## src/rtl/decoder_scan_nto2n.sv

```systemverilog
// Registered N-to-2^N one-hot decoder with a direct-select mode and a
// self-running scan mode that dwells DWELL cycles on each output.
module decoder_scan_nto2n #(
   parameter int N          = 2,
   parameter int DWELL      = 4,
   parameter int ACTIVE_LOW = 0
) (
   input  logic             clk,
   input  logic             rst,
   input  logic             en,
   input  logic             mode,
   input  logic [N-1:0]     sel,
   input  logic             sel_valid,
   output logic [2**N-1:0]  dec_out,
   output logic [N-1:0]     cur_idx,
   output logic             out_valid,
   output logic             wrap
);

   localparam int W  = 2**N;
   localparam int CW = (DWELL > 1) ? $clog2(DWELL) : 1;

   typedef enum logic [1:0] {
      IDLE   = 2'd0,
      DIRECT = 2'd1,
      SCAN   = 2'd2
   } state_t;

   state_t          state_q, state_d;
   logic [N-1:0]    idx_q, idx_d;
   logic [CW-1:0]   cnt_q, cnt_d;
   logic            valid_q, valid_d;
   logic            wrap_q, wrap_d;
   logic [W-1:0]    dec_q, dec_d;
   logic [W-1:0]    onehot;

   always_comb begin
      state_d = state_q;
      idx_d   = idx_q;
      cnt_d   = cnt_q;
      valid_d = valid_q;
      wrap_d  = 1'b0;
      if (!en) begin
         state_d = IDLE;
         idx_d   = '0;
         cnt_d   = '0;
         valid_d = 1'b0;
      end else if (!mode) begin
         state_d = DIRECT;
         cnt_d   = '0;
         if (sel_valid) begin
            idx_d   = sel;
            valid_d = 1'b1;
         end else if (state_q != DIRECT) begin
            // Entering direct mode without a select leaves the outputs dark.
            idx_d   = '0;
            valid_d = 1'b0;
         end
      end else begin
         state_d = SCAN;
         valid_d = 1'b1;
         if (state_q != SCAN) begin
            idx_d = '0;
            cnt_d = '0;
         end else if (cnt_q == CW'(DWELL - 1)) begin
            cnt_d  = '0;
            idx_d  = idx_q + N'(1);
            wrap_d = (idx_q == {N{1'b1}});
         end else begin
            cnt_d = cnt_q + CW'(1);
         end
      end
   end

   // The decode is formed from the next index so dec_out stays aligned with cur_idx.
   always_comb begin
      onehot        = '0;
      onehot[idx_d] = 1'b1;
      dec_d         = valid_d ? onehot : '0;
      if (ACTIVE_LOW != 0) begin
         dec_d = ~dec_d;
      end
   end

   always_ff @(posedge clk) begin
      if (rst) begin
         state_q <= IDLE;
         idx_q   <= '0;
         cnt_q   <= '0;
         valid_q <= 1'b0;
         wrap_q  <= 1'b0;
         dec_q   <= (ACTIVE_LOW != 0) ? {W{1'b1}} : '0;
      end else begin
         state_q <= state_d;
         idx_q   <= idx_d;
         cnt_q   <= cnt_d;
         valid_q <= valid_d;
         wrap_q  <= wrap_d;
         dec_q   <= dec_d;
      end
   end

   assign dec_out   = dec_q;
   assign cur_idx   = idx_q;
   assign out_valid = valid_q;
   assign wrap      = wrap_q;

endmodule

```

## config.mk

```make
export PLATFORM = sky130hd
export DESIGN_NAME = decoder_scan_nto2n
export DESIGN_NICKNAME = d
export VERILOG_FILES = /design/src/rtl/decoder_scan_nto2n.sv
export SDC_FILE = /design/constraint.sdc
export NUM_CORES = 1
export LEC_CHECK = 0
export ABC_AREA = 1
export CAP_MARGIN = 20
export CORE_MARGIN = 2
export CORE_UTILIZATION = 39
export CTS_BUF_LIST = sky130_fd_sc_hd__clkbuf_4 sky130_fd_sc_hd__clkbuf_8 sky130_fd_sc_hd__clkbuf_16
export CTS_CLUSTER_DIAMETER = 100
export CTS_CLUSTER_SIZE = 16
export DETAILED_ROUTE_END_ITERATION = 12
export HOLD_SLACK_MARGIN = 0.08
export PLACE_DENSITY = 0.71
export RECOVER_POWER = 100
export SYNTH_ARGS = -nofsm -noshare
export SYNTH_HDL_FRONTEND = slang
export SYNTH_SLANG_ARGS = --single-unit
```

## constraint.sdc

```tcl
create_clock -name clk -period 1.1 [get_ports clk]
set_input_delay 0.22 -clock clk [delete_from_list [all_inputs] [get_ports clk]]
set_output_delay 0.22 -clock clk [all_outputs]
set_load 0.005 [all_outputs]
```

==> flow_summary.toml <==
[status]
status = "finished with violations"
failed_checks = "setup timing"

[cells_and_area]
n_antenna_cell = 0
finalInstanceArea_sq_um = 808
stdcell_count = 105
fin_nets = 101
area_delta_synth_final_pct = 58.7
fill_cells = 99
final_layout_size_suffix_gt1_frac = 0.367
final_core_util = 0.645

[clocking]
cts_made_buffers = 3
htree_num_levels = 1
path_clk_slew_ns = 0.07
cts_num_sinks = 12
cts_tree = "yes"
clk_latency_ns = 0.27
cts_buffer_depth = 2
ctsHoldBuffers = 0
clockRootBuffer = "clkbuf_4"

[sta]
timing.fmax_mhz = 826
finalWorstSetupSlack_ns = -0.111
skew_ns = 0.00441
min_period_ns = 1.21
setup_viol = 8
hold_viol = 0
slew_viol_final = 0
max_slew_margin = 0.833
finalCritPeriodShare = 1.10
tightest_slew_ns = 0.250
rsz0062_at_grt = "yes"
hold_ws_ns = 0.289

[power_and_ir_drop]
p_total_mw = 0.903
p_leak_nw = 0.376
switchingPower_mw = 0.204
seq_power_share = 0.496
p_sw_frac = 0.226
peakVddDrop_uv = 662
powerDensity_nw_per_um2 = 1120
combPwrFrac = 0.122
clock_power_share = 0.382
p_int_mw = 0.699

[setup_path]
crit_arrival_ns = 1.38
cpPeakStageDelay_ns = 0.33
path_depth = 9
critPathRequiredTime_ns = 1.27
crit_top_cell = "nand2_2"
timing.critical_path.buf_inv = 2
worstPathMaxFanout = 2
cpMaxStageDelayCell = "dfxtp_2"
reg2reg_depth = 9
start_kind = "flip-flop"
crit_type = "reg -> reg"
path_cells = "buf_6 -> ha_4 -> inv_2 -> nand2_2 -> nand3_2 -> nand2_2 -> nand3_2 -> nand2_2 -> nor2_1"
worstSetupEndpointType = "flip-flop"
crit_family = "simple AND/OR/NAND/NOR gates"

[global_route]
gr-usage-met3 = 0.0278
grt_pass1_wl_microns = 1510
grt_max_degree = 8
globalRouteOverflowTotal = 0
track_usage = 0.148
use_met2 = 0.222
antenna_found_initial = 0
grt_pass1_vias = 412
busiest_layer = "met2"
met1_usage = 0.176

[placed_design]
gp_congestion = 0.719
dpl.hpwl_microns = 761
dpl.cell_count = 100
place_area_sq_um = 699
io_buffer_count = 14

[routing]
dr_total_vias = 480
drt_iter0_markers = 2
routed_wl_microns = 1120
avgViaCountPerCell = 4.57
drc = 0
dr.pass1.iters = 4
wl_per_cell_microns = 10.7
antenna_left = 0

[synthesis]
avgSynthCellArea_sq_um = 7.60
ys_seq_area_frac = 0.472
synth_flop_cell = "dfxtp_1"
async_flop_share = 0
synth_area_leader_cell = "dfxtp_1"
synth_edf_count = 0
syn_nets = 77
ys_ff_latch = 12
yosys-top-cells-area = "dfxtp_1 47%, nor2_1 11%, nand2_1 10%"
synthesis.area_sq_um = 509
synth.most_common_cell = "nor2_1"
yosys_warnings = 0
synth_top_area_frac = 0.472
synth_cell_types = 11
synth_cells = 67
yosys-top-cells-count = "15 x nor2_1, 14 x nand2_1, 12 x dfxtp_1"

[floorplanning]
die_w_microns = 40.1
start_util = 0.407
num_io_pins = 15
die_area_sq_um = 1610
die-height_microns = 40.1
core.rowCount = 13
core_area_sq_um = 1250

[worst_hold_path]
hold_path_class = "in -> reg"
hold_depth = 2

[run]
drv_cap = 0
layout make-up:
type	count	area (sq um)	share of cell area
Sequential cell	12	251	0.311
Inverter	11	41.3	0.0511
Clock buffer	4	36.3	0.0449
Timing Repair Buffer	19	173	0.214
Multi-Input combinational cell	44	288	0.356
Tap cell	15	18.8	0.0232
metal layers:
metal | vias up | share of wire
met5 | - | 0
met4 | 0 | 0.029
met3 | 4 | 0.036
met2 | 9 | 0.48
met1 | 218 | 0.45
li1 | 249 | -
registers in the layout, summed over array words and instances (netlist names):
register	count
cnt_q	2
cur_idx	2
dec_out	4
out_valid	1
state_q	2
wrap	1
cell families after synthesis:
logic type                 after synthesis  share of synthesized area
AOI/OAI and AO/OA                        4                     0.0614
adders and majority gates                3                     0.0737
buffers and inverters                   11                     0.0811
DFF                                     12                      0.472
and+or+nand+nor                         37                      0.312
path summary, 6_finish.rpt:
kind	startpoint	slack, ns	to
max	cur_idx[0]$_SDFF_PP0_	-0.11	dec_out[1]$_SDFF_PP0_
min	mode	0.29	state_q[0]$_SDFF_PP0_
max reg2reg	cur_idx[0]$_SDFF_PP0_	-0.11	dec_out[1]$_SDFF_PP0_
min reg2reg	cnt_q[0]$_SDFF_PP0_	0.43	cnt_q[0]$_SDFF_PP0_
power groups by stage:
stage	Combinational, mW	Clock (mW)	Sequential, mW
final	0.110	0.345	0.448
after global routing	0.119	0.383	0.450
after global placement	0.101	0	0.461
after floorplan	0.0409	0	0.462
after CTS	0.106	0.344	0.452
after detailed placement	0.101	0	0.461
per-stage QoR:
| stage | setup WS (ns) | setup TNS, ns |
|---|---|---|
| floorplan | 0.00174 | 0 |
| global placement | -0.343 | -2.68 |
| detailed placement | -0.336 | -2.65 |
| CTS | -0.143 | -0.630 |
| global route | -0.159 | -1.00 |
| finish | -0.111 | -0.547 |
layout by cell type (no fill, tap or decap), types with 2 or more instances in the layout:
cell	netlist	routed
nor2_1	15	13
nand2_1	14	11
inv_1	10	8
dfxtp_1	12	7
dlygate4sd2_1	0	6
nand3_2	0	5
clkdlybuf4s50_1	0	4
buf_4	0	4
nor2_2	0	3
inv_2	1	3
nand2_2	0	3
a21oi_1	3	3
clkbuf_4	0	3
dfxtp_2	0	3
ha_4	0	2
dfxtp_4	0	2
dlymetal6s2s_1	0	2
worst register-to-register path, cell delays in order, from the launching register on:
cell and delay [ns]:
dfxtp_2 0.33, buf_6 0.11, ha_4 0.25, inv_2 0.03
nand2_2 0.04, nand3_2 0.07, nand2_2 0.09, nand3_2 0.08
nand2_2 0.08, nor2_1 0.04
repair_timing:
action / 4_1_cts / 5_1_grt
pin swaps: 5 / 7
resized for setup: 17 / 20
hold endpoints to repair: 0 / 0
setup endpoints to repair: 14 / 10
buffers inserted: 1 / 0
Power figures use the tool's default switching activity.
